### config.mk
export PLATFORM = sky130hd
export DESIGN_NAME = axis_xmit_monitor
export DESIGN_NICKNAME = d
export VERILOG_FILES = /design/src/rtl/axis_xmit_monitor.sv
export SDC_FILE = /design/constraint.sdc
export NUM_CORES = 1
export LEC_CHECK = 0
export ABC_AREA = 1
export BUFFER_PORTS_ARGS = -buffer_cell sky130_fd_sc_hd__buf_2
export CORE_AREA = 4 4 223 225
export DETAILED_ROUTE_END_ITERATION = 10
export DIE_AREA = 0 0 227 229
export PLACE_DENSITY = 0.34
export RECOVER_POWER = 50
export SKIP_LAST_GASP = 1
export SLEW_MARGIN = 20
export SYNTH_ARGS = -nofsm -noshare
export SYNTH_HDL_FRONTEND = slang
export SYNTH_SLANG_ARGS = --single-unit
### constraint.sdc
create_clock -name clk -period 2 [get_ports clk]
set_input_delay 0.4 -clock clk [delete_from_list [all_inputs] [get_ports clk]]
set_output_delay 0.4 -clock clk [all_outputs]
set_load 0.05 [all_outputs]
### src/rtl/axis_xmit_monitor.sv
// Passive AXI-Stream transmit framing monitor: header beat + payload of allowed length.
// Optional tdata/tlast hold-stability check enabled by defining XMIT_STABLE_CHECK_EN.
module axis_xmit_monitor #(
   parameter int unsigned DW     = 512,
   parameter int unsigned CW     = 16,
   parameter int unsigned PCW    = 32,
   parameter int unsigned SIZE_A = 1,
   parameter int unsigned SIZE_B = 2,
   parameter int unsigned SIZE_C = 64
) (
   input  logic           clk,
   input  logic           reset,
   input  logic [DW-1:0]  axis_in_tdata,
   input  logic           axis_in_tlast,
   input  logic           axis_in_tvalid,
   input  logic           axis_in_tready,
   input  logic           clear,
   output logic [4:0]     error_code,
   output logic [CW-1:0]  cycle_count,
   output logic [PCW-1:0] packet_count,
   output logic           fault
);

   localparam int unsigned EW   = 5;
   localparam int unsigned LW   = CW + 1;
   localparam int unsigned CMPW = (LW > 32) ? LW : 32;
   localparam logic [CW-1:0] CNT_MAX = {CW{1'b1}};

   localparam int unsigned E_TLAST    = 0;
   localparam int unsigned E_DROPPED  = 1;
   localparam int unsigned E_SIZE     = 2;
   localparam int unsigned E_OVERFLOW = 3;
   localparam int unsigned E_UNSTABLE = 4;

   typedef enum logic [1:0] {
      S_IDLE    = 2'd0,
      S_HEADER  = 2'd1,
      S_PAYLOAD = 2'd2,
      S_FAULT   = 2'd3
   } state_t;

   state_t         state_q, state_d;
   logic [EW-1:0]  error_q, error_d;
   logic [CW-1:0]  count_q, count_d;
   logic [PCW-1:0] pkt_q, pkt_d;

   logic           beat_c;
   logic [LW-1:0]  len_c;
   logic           len_ok_c;
   logic [EW-1:0]  err_new_c;
   logic           stable_err_c;

   assign beat_c = axis_in_tvalid & axis_in_tready;
   assign len_c  = {1'b0, count_q} + LW'(1);

   // Final payload length against the allowed set; a zero slot never matches
   assign len_ok_c = ((SIZE_A != 32'd0) && (CMPW'(len_c) == CMPW'(SIZE_A))) ||
                     ((SIZE_B != 32'd0) && (CMPW'(len_c) == CMPW'(SIZE_B))) ||
                     ((SIZE_C != 32'd0) && (CMPW'(len_c) == CMPW'(SIZE_C)));

`ifdef XMIT_STABLE_CHECK_EN
   logic [DW-1:0] hold_data_q, hold_data_d;
   logic          hold_last_q, hold_last_d;
   logic          hold_vld_q,  hold_vld_d;

   // Capture the stalled transfer so the next cycle can verify it was held
   always_comb begin
      hold_vld_d  = 1'b0;
      hold_data_d = hold_data_q;
      hold_last_d = hold_last_q;
      if (!clear && (state_q != S_FAULT) && axis_in_tvalid && !axis_in_tready) begin
         hold_vld_d  = 1'b1;
         hold_data_d = axis_in_tdata;
         hold_last_d = axis_in_tlast;
      end
   end

   always_ff @(posedge clk) begin
      if (reset) begin
         hold_vld_q  <= 1'b0;
         hold_data_q <= '0;
         hold_last_q <= 1'b0;
      end else begin
         hold_vld_q  <= hold_vld_d;
         hold_data_q <= hold_data_d;
         hold_last_q <= hold_last_d;
      end
   end

   assign stable_err_c = hold_vld_q && axis_in_tvalid &&
                         ((axis_in_tdata != hold_data_q) || (axis_in_tlast != hold_last_q));
`else
   logic unused_tdata;
   assign unused_tdata = ^axis_in_tdata;
   assign stable_err_c = 1'b0;
`endif

   // State and status registers
   always_ff @(posedge clk) begin
      if (reset) begin
         state_q <= S_IDLE;
         error_q <= '0;
         count_q <= '0;
         pkt_q   <= '0;
      end else begin
         state_q <= state_d;
         error_q <= error_d;
         count_q <= count_d;
         pkt_q   <= pkt_d;
      end
   end

   // Next state and newly detected errors
   always_comb begin
      state_d   = state_q;
      err_new_c = '0;
      unique case (state_q)
         S_IDLE: begin
            if (axis_in_tvalid) begin
               if (!axis_in_tready)    state_d = S_HEADER;
               else if (axis_in_tlast) err_new_c[E_TLAST] = 1'b1;
               else                    state_d = S_PAYLOAD;
            end
         end
         S_HEADER: begin
            if (!axis_in_tvalid)     err_new_c[E_DROPPED] = 1'b1;
            else if (beat_c) begin
               if (axis_in_tlast)    err_new_c[E_TLAST] = 1'b1;
               else                  state_d = S_PAYLOAD;
            end
         end
         S_PAYLOAD: begin
            if (!axis_in_tvalid)     err_new_c[E_DROPPED] = 1'b1;
            else if (beat_c) begin
               if (axis_in_tlast) begin
                  if (len_ok_c)      state_d = S_IDLE;
                  else               err_new_c[E_SIZE] = 1'b1;
               end else if (count_q == CNT_MAX) begin
                  err_new_c[E_OVERFLOW] = 1'b1;
               end
            end
         end
         S_FAULT: begin
            state_d = S_FAULT;
         end
         default: state_d = S_IDLE;
      endcase
      if (state_q != S_FAULT && stable_err_c) err_new_c[E_UNSTABLE] = 1'b1;
      if (err_new_c != '0) state_d = S_FAULT;
      if (clear)           state_d = S_IDLE;
   end

   // Status outputs
   always_comb begin
      error_d = error_q | err_new_c;
      count_d = count_q;
      pkt_d   = pkt_q;
      unique case (state_q)
         S_IDLE, S_HEADER: begin
            if (beat_c && !axis_in_tlast) count_d = '0;
         end
         S_PAYLOAD: begin
            if (beat_c) begin
               if (axis_in_tlast) begin
                  count_d = CW'(len_c);
                  if (len_ok_c && (err_new_c == '0)) pkt_d = pkt_q + PCW'(1);
               end else if (count_q != CNT_MAX) begin
                  count_d = count_q + CW'(1);
               end
            end
         end
         S_FAULT: begin
            error_d = error_q;
         end
         default: ;
      endcase
      if (clear) begin
         error_d = '0;
         count_d = '0;
         pkt_d   = pkt_q;
      end
   end

   assign error_code   = error_q;
   assign cycle_count  = count_q;
   assign packet_count = pkt_q;
   assign fault        = |error_q;

endmodule

==> run_results.csv, run 1 <==
group,metric,value,unit
setup_path,worstPathArrival,2510,ps
yosys,yosys-top-cells-area,"dfxtp_1 (32%), nand2_1 (14%), inv_1 (9.0%)",
power,seqPwrFrac,42.4,%
timing,post-route-period-util,113.2,%
yosys,synthCells,541,
min_path,min_path_type,"input port to register",
timing,drv_slew,0,
cells_and_area,area_growth,73.00,%
yosys,synth.most_common_cell,"nand2_1",
floorplan,initial_utilization,7.192,%
global_routing,grt_first_pass_wirelength,21.47,mm
min_path,hold_depth,4,
timing,worst_slew_pin_slew,686.4,ps
cells_and_area,layout-drive-gt1-share,39.94,%
yosys,ys_seq_area_share,31.61,%
floorplan,num_rows,80,
yosys,postSynthAreaPerCell,6.321,sq um
power,internal_power,1.771,mW
timing,fmax,441.7,MHz
cts,clock_latency,320,ps
drt,dr.first_iter.drc_count,137,
power,design_power_total,2.597,mW
drt,avgViaCountPerCell,2.993,
power,peakVddDrop,0.2906,mV
power,combPwrFrac,19.4,%
yosys,synthArstFlopShare,0,%
power,p_sw_share,31.80,%
place,hpwlAfterDp,11.14,mm
run_status,status,"finished, violations left",
place,port-buffer-count,58,
drt,ant_nets,0,
min_path,hold_start,"clear",
cts,cts_hold_buf,0,
cts,cts.sinks,54,
global_routing,grt_overflow,0,
yosys,yosys.area.top_type_share,31.61,%
cts,clock_path_buffers,2,
yosys,syn_nets,1068,
setup_path,cpPeakStageDelay,380,ps
timing,setup_tns,-6525,ps
drt,drt_wl_total,13.83,mm
cells_and_area,nNetsFinal,1242,
timing,skew,11.80,ps
yosys,synth_top_cell_by_area,"dfxtp_1",
timing,worst_slack,-264.1,ps
yosys,yosys_warnings,0,
cts,cts-root-buf,"clkbuf_16",
drt,avgRoutedWirePerCell,10.39,microns
setup_path,cp_top_family,"simple AND/OR/NAND/NOR gates",
yosys,synth_edf_count,0,
place,place.gp.congestion,0.7496,
setup_path,cp_slowest_cell,"dfxtp_4",
global_routing,track_usage,5.294,%
setup_path,cp_max_fo,4,
global_routing,grt_max_degree,20,
cts,cts_buffers,5,
cts,path_clk_slew,80,ps
timing,final_hold_viol_count,0,
drt,drcViolationCount,0,
min_path,hold_end,"error_code[1]$_SDFFE_PP0N_",
floorplan,die_area,51980,sq um
yosys,ys_seq_elements,54,
cells_and_area,num_antenna_cells,0,
setup_path,critPathLaunchType,"register",
cts,cts_tree,"done",
run_status,violations,"negative setup slack",
power,power.switching,0.8260,mW
cts,h-tree-depth,2,
power,powerDensity,439.0,nW/um^2
floorplan,core-area,47550,sq um
floorplan,pin_count,572,
yosys,synth.cell_area,3420,sq um
setup_path,required,2250,ps
power,pwr-share-clk,38.2,%
timing,setup_violations,35,
drt,dr.pass1.iters,5,
global_routing,antenna_found_initial,0,
setup_path,path_class,"register to register",
global_routing,grt_pass1_vias,3767,
yosys,synth_ff_type,"dfxtp_1",
flow_run,drv_cap,0,
timing,period_needed,2264,ps
timing,rsz0062_at_grt,"true",
setup_path,end_kind,"register",
floorplan,die_w,227,microns
yosys,yosysUniqueCellTypes,35,
setup_path,cp_cell_sequence,"ha_4 -> nand3_4 -> nor2_4 -> nand3_1 -> nand2_1 -> nand2_1 -> nor2_2 -> nand2_2 -> nor2_4 -> nand3_4 -> buf_4 -> buf_12 -> nor2_8 -> nand3_1 -> a21oi_1",
setup_path,reg2reg_depth,15,
floorplan,dieHeight,229,microns
setup_path,rrSetupSlack,-260,ps
drt,num_vias,3984,
setup_path,crit_buf_inv,2,
setup_path,worstReg2RegStart,"cycle_count[0]$_SDFFE_PP0P_",
power,cellLeakagePower,2.479,nW
setup_path,rr_endpoint,"packet_count[21]$_SDFFE_PP0P_",
timing,max_slew_margin,54.19,%
yosys,yosys-top-cells-count,"nand2_1 (127), inv_1 (82), nor2_1 (80)",
==> cells by family after synthesis <==
logic type	count (synthesis)	synth area share, %
adder cells (fa/ha/maj)	9	3.293
other	1	0.1097
AND/OR/NAND/NOR	300	39.96
buffers and inverters	96	10.94
flip-flops	54	31.61
XOR/XNOR	1	0.2562
AO/OA/AOI/OAI	80	13.83
==> cell usage in the layout, fill, tap and decap left out, drive strengths merged <==
cell type	synthesis	final
clkinv	1	3
nand4	18	18
dfxtp	54	54
o211a	1	1
nor3	9	9
o21a	7	7
nand3b	1	1
xnor2	1	1
conb	1	1
inv	84	84
clkbuf	6	5
ha	9	9
a211oi	14	14
o22ai	2	2
a31oi	4	4
nand2	130	130
nor2	92	92
nand3	43	43
and3	3	3
o21bai	3	3
buf	5	178
nor4	4	4
clkinvlp	0	1
a21oi	32	32
o21ai	17	17
==> how the worst max path moves through the flow <==
| stage | start | end | slack (ps) | cells past startpoint |
|---|---|---|---|---|
| detailed placement | cycle_count[0]$_SDFFE_PP0P_ | packet_count[5]$_SDFFE_PP0P_ | -380 | 14 |
| floorplan | cycle_count[0]$_SDFFE_PP0P_ | packet_count[3]$_SDFFE_PP0P_ | -70 | 14 |
| finish | cycle_count[0]$_SDFFE_PP0P_ | packet_count[21]$_SDFFE_PP0P_ | -260 | 15 |
| global placement | cycle_count[0]$_SDFFE_PP0P_ | packet_count[5]$_SDFFE_PP0P_ | -370 | 16 |
| CTS | cycle_count[0]$_SDFFE_PP0P_ | packet_count[21]$_SDFFE_PP0P_ | -310 | 15 |
| global route | cycle_count[0]$_SDFFE_PP0P_ | packet_count[21]$_SDFFE_PP0P_ | -480 | 15 |
==> power by group through the flow <==
stage	clock, mW	combinational [mW]	sequential [mW]
floorplan	0	0.213	1.17
global placement	0	0.447	1.13
detailed placement	0	0.446	1.13
CTS	1.04	0.471	1.10
global route	1.08	0.556	1.11
finish	0.992	0.503	1.10
==> layout make-up <==
type	count	area, sq um
fillers	5475	41630
multi-input cells	391	2271
repair buffers	178	1274
flip-flops and latches	54	1125
well taps	615	769.5
inverters	85	322.8
clock buffers	5	125.1
clock inverters	3	28.78
==> sequential cells by signal, summed over array words and instances, names as in the netlist <==
name and cells:
packet_count 32, cycle_count 16, error_code 4, state_q 2
==> worst reg2reg max path: cells and delay by family, from the launching register on <==
kind,cells,cell delay (ps)
AO/OA/AOI/OAI,1,130
AND/OR/NAND/NOR,11,1190
adder cells (fa/ha/maj),1,170
buffers and inverters,2,330
flip-flops,1,380
==> per-stage QoR <==
step | std cells | setup WS, ps | instance area [sq um] | hold WS [ps] | util (%)
6_report | 1331 | -264.1 | 5916 | 388.9 | 12.44
5_1_grt | 1331 | -475.6 | 5916 | 407.8 | 12.44
4_1_cts | 1322 | -314.7 | 5673 | 371.8 | 11.93
3_5_place_dp | 1310 | -381.0 | 5355 | 463.7 | 11.26
3_3_place_gp | 1310 | -366.8 | 5355 | 465.4 | 11.26
2_1_floorplan | 541 | -71.25 | 3526 | 546.4 | -
==> layer usage <==
layer / track usage, % / share of wire, % / vias up
li1: - / - / 2101
met1: 7.152 / 48 / 1822
met2: 8.674 / 48 / 53
met3: 0.9220 / 2.5 / 8
met4: 1.475 / 1.4 / 0
met5: 0 / 0 / -
==> timing repair <==
action                                  in CTS  in global routing
endpoints found under the setup margin      47                 51
gates resized for setup                     33                 51
pin swaps                                   13                 26
setup buffers                                4                 11
Note: power is estimated with default switching activity, not from simulation.
==> run 2, diff against run 1 <==
- CELL_PAD_IN_SITES_DETAIL_PLACEMENT: default -> 0
- CELL_PAD_IN_SITES_GLOBAL_PLACEMENT: default -> 2
- CORE_AREA: 4 4 223 225 -> 4 4 220 222
- DIE_AREA: 0 0 227 229 -> 0 0 224 226
- PLACE_DENSITY: 0.34 -> default
- PLACE_DENSITY_LB_ADDON: default -> 0.1
==> run 2 against run 1 <==
  * The run still ends with negative setup slack left
  * Critical path depth up 3
  * Via count rose by 4.8%
  * Register-to-register slack got worse by 40 ps
  * Die area down 2.6%
  * Wire length up 33%
  * Critical endpoint is now packet_count[28]$_SDFFE_PP0P_
  * Largest power group unchanged
==> run_results.csv, run 2 (synthesis gave the netlist of run 1 again) <==
group,metric,value,unit
floorplan,num_rows,79,
place,place_ws,-477.7,ps
cells_and_area,most-common-layout-cells,"buf_4 (122), nand2_1 (105), inv_1 (79)",
setup_path,critPathLaunchType,"register",
timing,setup_tns,-8038,ps
floorplan,die_w,224,microns
place,hpwlAfterDp,14.51,mm
min_path,min_path_type,"input port to register",
setup_path,worstPathArrival,2530,ps
drt,dr.first_iter.drc_count,112,
place,port-buffer-count,58,
cts,cts_buffers,5,
floorplan,pin_count,572,
drt,avgRoutedWirePerCell,13.65,microns
global_routing,antenna_found_initial,0,
floorplan,core-area,46360,sq um
run_status,violations,"negative setup slack",
drt,drcViolationCount,0,
timing,worst_slack,-305.2,ps
global_routing,grt_max_degree,21,
timing,max_slew_margin,55.27,%
power,peakVddDrop,0.2850,mV
cts,cts.sinks,54,
cts,path_clk_slew,100,ps
drt,num_vias,4176,
timing,final_hold_viol_count,0,
cells_and_area,area_growth,83.31,%
power,design_power_total,2.791,mW
cts,cts_tree,"done",
global_routing,grt_pass1_vias,4399,
drt,avgViaCountPerCell,3.098,
cells_and_area,num_antenna_cells,0,
drt,ant_nets,0,
cts,clock_latency,340,ps
timing,rsz0062_at_grt,"true",
cells_and_area,largest_reg_flops,32,
global_routing,grt_overflow,0,
setup_path,required,2220,ps
cts,h-tree-depth,2,
timing,worst_slew_pin_slew,673.9,ps
setup_path,end_kind,"register",
place,placed_cells,1321,
timing,skew,19.26,ps
floorplan,dieHeight,226,microns
global_routing,grt_first_pass_wirelength,27.50,mm
global_routing,track_usage,7.282,%
cells_and_area,layout-drive-gt1-share,41.03,%
timing,fmax,433.8,MHz
setup_path,cp_max_fo,5,
drt,dr.pass1.iters,4,
timing,drv_slew,0,
run_status,status,"finished, violations left",
power,cellLeakagePower,2.520,nW
cells_and_area,mostFrequentLayoutCell,"buf_4",
power,powerDensity,445.3,nW/um^2
cts,cts-root-buf,"clkbuf_16",
timing,setup_violations,35,
timing,post-route-period-util,115.3,%
cells_and_area,nNetsFinal,1267,
place,place.gp.congestion,0.7128,
floorplan,die_area,50620,sq um
cells_and_area,nFillCells,5352,
timing,period_needed,2305,ps
cells_and_area,regArea,1121,sq um
cells_and_area,stdcell_count,1348,
setup_path,path_class,"register to register",
cells_and_area,multi_input_area,2385,sq um
cts,clock_path_buffers,2,
drt,drt_wl_total,18.40,mm
floorplan,initial_utilization,7.376,%
flow_run,drv_cap,0,
run 2: changes by cell type in the layout (fill, tap and decap cells not counted), moves of 3 or more:
cell,delta
buf_6,+5
nor2_1,-11
nor2_2,+9
nand2_1,-4
nand2_4,+3
nand3_2,+3
buf_2,-28
buf_4,+15
nand3_1,-3
clkbuf_1,+28
run 2: worst paths after layout:
kind	endpoint	startpoint	slack, ps	cells past startpoint
worst max register to register	packet_count[28]$_SDFFE_PP0P_	cycle_count[1]$_SDFFE_PP0P_	-310	18
worst min register to register	error_code[0]$_SDFFE_PP0N_	error_code[0]$_SDFFE_PP0N_	480	2
worst min-delay path	error_code[0]$_SDFFE_PP0N_	clear	400	4
worst max-delay path	packet_count[28]$_SDFFE_PP0P_	cycle_count[1]$_SDFFE_PP0P_	-310	18
run 2: per-stage QoR:
stage / hold WS [ps] / cell area (sq um) / util, %
final: 399.4 / 6269 / 13.52
after floorplan: 546.4 / 3526 / -
after global placement: 465.2 / 5500 / 11.86
after CTS: 379.0 / 6016 / 12.98
after detailed placement: 464.7 / 5500 / 11.86
after global routing: 405.1 / 6269 / 13.52
run 2: cell type report:
class	count	area share, %
Timing Repair Buffer	203	24.13
Sequential cell	54	17.88
Inverter	85	5.190
Multi-Input combinational cell	391	38.04
Clock inverter	2	0.2395
Tap cell	607	12.12
Clock buffer	6	2.395
run 2: layer usage:
layer	vias up	wire, microns	GRT usage, %
met5	-	0	0
met4	0	246	2.267
met3	8	269	0.7799
met2	36	8950	12.48
met1	1985	8932	9.640
li1	2147	-	-
run 2: where the power goes:
| part | internal [mW] | switching, mW |
|---|---|---|
| sequential | 1.09 | 0.0178 |
| combinational | 0.242 | 0.342 |
| clock | 0.546 | 0.559 |
run 2: critical path: stages (launching register included):
cell and delay (ps):
dfxtp_4 370, ha_4 180, nand2_4 70, nor2_4 40
buf_12 130, buf_6 110, nand2_2 60, nand2_2 70
nand2_4 70, nand2_4 70, nor2_4 100, nand2_2 60
nor2_4 140, nand4_4 210, buf_6 190, nor2_4 130
nand3_2 70, nand2_1 60, nor2_1 40
run 2: repair_timing:
item	in CTS	in global routing
endpoints found under the hold margin	0	0
endpoints found under the setup margin	47	52
hold buffers	0	0
resized for setup	50	79
setup buffers	14	9
gates cloned	3	0
pin swaps	16	40
==> run 3, diff against run 2 <==
- ABC_AREA: 1 -> default
- CORE_AREA: 4 4 220 222 -> 4 4 222 224
- DIE_AREA: 0 0 224 226 -> 0 0 226 228
==> run 3 against run 2 <==
  * The run still ends with negative setup slack left
  * First-iteration DRC count up 17%
  * Clock skew is 10 ps lower
  * Register-to-register slack worse by 470 ps
  * Total power decreased by 8.0%
  * Combinational power is 33% lower
  * Cell count is 13% lower
  * Highest routed layer unchanged
  * Hold slack gained 90 ps
  * Sequential share of layout area rose by 2.3 points
  * Largest cell class unchanged
  * Maximum frequency is 17% lower
  * Critical path depth shrank 9
==> run_results.csv, run 3 <==
group,metric,value,unit
yosys,yosys-top-cells-count,"dfxtp_1 (54), a21oi_1 (51), nor2_1 (35)",
timing,post-route-period-util,138.7,%
cells_and_area,largest_reg_flops,32,
place,hpwlAfterDp,12.52,mm
yosys,syn_nets,943,
drt,avgRoutedWirePerCell,14.30,microns
timing,worst_slew_pin_slew,700.3,ps
drt,dr.first_iter.drc_count,131,
min_path,min_path_type,"register to register",
drt,drcViolationCount,0,
cells_and_area,layout-drive-gt1-share,38.90,%
cts,cts-root-buf,"clkbuf_16",
yosys,ys_seq_area_share,32.85,%
timing,skew,9.144,ps
timing,setup_violations,51,
global_routing,antenna_found_initial,0,
setup_path,worstPathArrival,3020,ps
yosys,ys_seq_elements,54,
yosys,synthCells,416,
timing,hold_ws,489.2,ps
timing,period_needed,2774,ps
yosys,synthArstFlopShare,0,%
place,port-buffer-count,58,
timing,rsz0062_at_grt,"true",
cts,cts.sinks,54,
cts,clock_path_buffers,2,
global_routing,grt_pass1_vias,3736,
cells_and_area,num_antenna_cells,0,
place,place_ws,-843.6,ps
flow_run,drv_cap,0,
cells_and_area,nNetsFinal,1089,
power,powerDensity,466.5,nW/um^2
yosys,synth_edf_count,0,
run_status,status,"finished, violations left",
drt,drt_wl_total,16.84,mm
floorplan,initial_utilization,6.950,%
power,cellLeakagePower,1.904,nW
yosys,yosys.area.top_type_share,32.85,%
global_routing,grt_overflow,0,
run_status,violations,"negative setup slack",
place,place.gp.congestion,0.6712,
setup_path,end_kind,"register",
yosys,postSynthAreaPerCell,7.910,sq um
floorplan,core-area,47350,sq um
floorplan,die_area,51530,sq um
cts,path_clk_slew,80,ps
floorplan,num_rows,80,
global_routing,track_usage,6.487,%
floorplan,die_w,226,microns
cells_and_area,mostFrequentLayoutCell,"buf_4",
cts,cts_hold_buf,0,
setup_path,cp_max_fo,17,
drt,ant_nets,0,
yosys,synth.most_common_cell,"dfxtp_1",
timing,final_hold_viol_count,0,
cts,clock_latency,320,ps
yosys,synth_ff_type,"dfxtp_1",
yosys,synth_top_cell_by_area,"dfxtp_1",
global_routing,grt_max_degree,33,
yosys,yosysUniqueCellTypes,59,
power,peakVddDrop,0.2853,mV
cts,cts_tree,"done",
global_routing,grt_first_pass_wirelength,25.04,mm
setup_path,critPathLaunchType,"register",
timing,fmax,360.5,MHz
cts,h-tree-depth,2,
yosys,yosys_warnings,0,
drt,avgViaCountPerCell,3.127,
cells_and_area,most-common-layout-cells,"buf_4 (89), dfxtp_1 (41), a21oi_1 (37)",
floorplan,dieHeight,228,microns
yosys,synth.cell_area,3291,sq um
drt,num_vias,3684,
cts,cts_buffers,5,
floorplan,pin_count,572,
yosys,yosys-top-cells-area,"dfxtp_1 (33%), a21oi_1 (7.8%), nor2_1 (4.0%)",
drt,dr.pass1.iters,4,
timing,worst_slack,-773.8,ps
setup_path,required,2250,ps
cells_and_area,area_growth,67.30,%
timing,drv_slew,0,
timing,max_slew_margin,53.52,%
setup_path,path_class,"register to register",
[run 3: power breakdown]
group | internal, mW | switching (mW) | total (mW)
Combinational | 0.170 | 0.218 | 0.388
Sequential | 1.08 | 0.00540 | 1.08
Clock | 0.597 | 0.502 | 1.10
Total | 1.84 | 0.726 | 2.57
[run 3: cell type report]
| cell class | count | area (sq um) |
|---|---|---|
| Clock buffer | 7 | 132.6 |
| Clock inverter | 1 | 30.03 |
| Fill cell | 5496 | 41840 |
| Inverter | 12 | 45.04 |
| Multi-Input combinational cell | 320 | 2191 |
| Sequential cell | 54 | 1110 |
| Tap cell | 615 | 769.5 |
| Timing Repair Buffer | 169 | 1227 |
[run 3: final timing paths]
kind / startpoint / depth (start not counted) / endpoint / slack [ps]
worst max-delay path: cycle_count[10]$_SDFFE_PP0P_ / 9 / packet_count[31]$_SDFFE_PP0P_ / -770
worst min-delay path: packet_count[31]$_SDFFE_PP0P_ / 2 / packet_count[31]$_SDFFE_PP0P_ / 490
worst max register to register: cycle_count[10]$_SDFFE_PP0P_ / 9 / packet_count[31]$_SDFFE_PP0P_ / -770
worst min register to register: packet_count[31]$_SDFFE_PP0P_ / 2 / packet_count[31]$_SDFFE_PP0P_ / 490
[run 3: repair_timing]
item / 4_1_cts / 5_1_grt
pin swaps: 8 / 28
gates cloned: 2 / 0
buffers inserted: 10 / 7
setup endpoints to repair: 51 / 51
gates resized for setup: 30 / 38
[run 3: kinds of logic (layout without fill, tap and decap cells)]
family	count (synthesis)	in the layout	synth area share, %
flops	54	54	32.85
xor+xnor	6	6	1.597
mux	5	5	1.521
buf+inv	42	189	8.061
fa+ha+maj	9	9	3.422
simple gates	185	185	31.41
compound gates	114	114	21.03
other cells	1	1	0.1140
[run 3: metal layers]
metal  up-vias  GRT usage, %  wire, microns
met5         -             0              0
met4         0         1.531            280
met3        17         1.646            525
met2        51         11.57           8674
met1      1785         7.766           7363
li1       1831             -              -
[run 3: critical path, stage by stage, from the launching register on]
cell and delay, ps:
dfxtp_4 350, nand4_1 130, or4_4 570, or4b_4 520, a21boi_4 250, buf_4 150
nand3_1 80, buf_6 160, or3_1 350, a21oi_1 140
[run 3: through the flow]
stage	cells	TNS, ps	total power, mW	area [sq um]	utilization, %
2_1_floorplan	416	-27730	1.289	3362	-
3_3_place_gp	1156	-30370	1.456	4957	10.47
3_5_place_dp	1156	-30430	1.449	4957	10.47
4_1_cts	1174	-30160	2.673	5384	11.37
5_1_grt	1178	-34820	2.717	5505	11.63
6_report	1178	-27800	2.568	5505	11.63
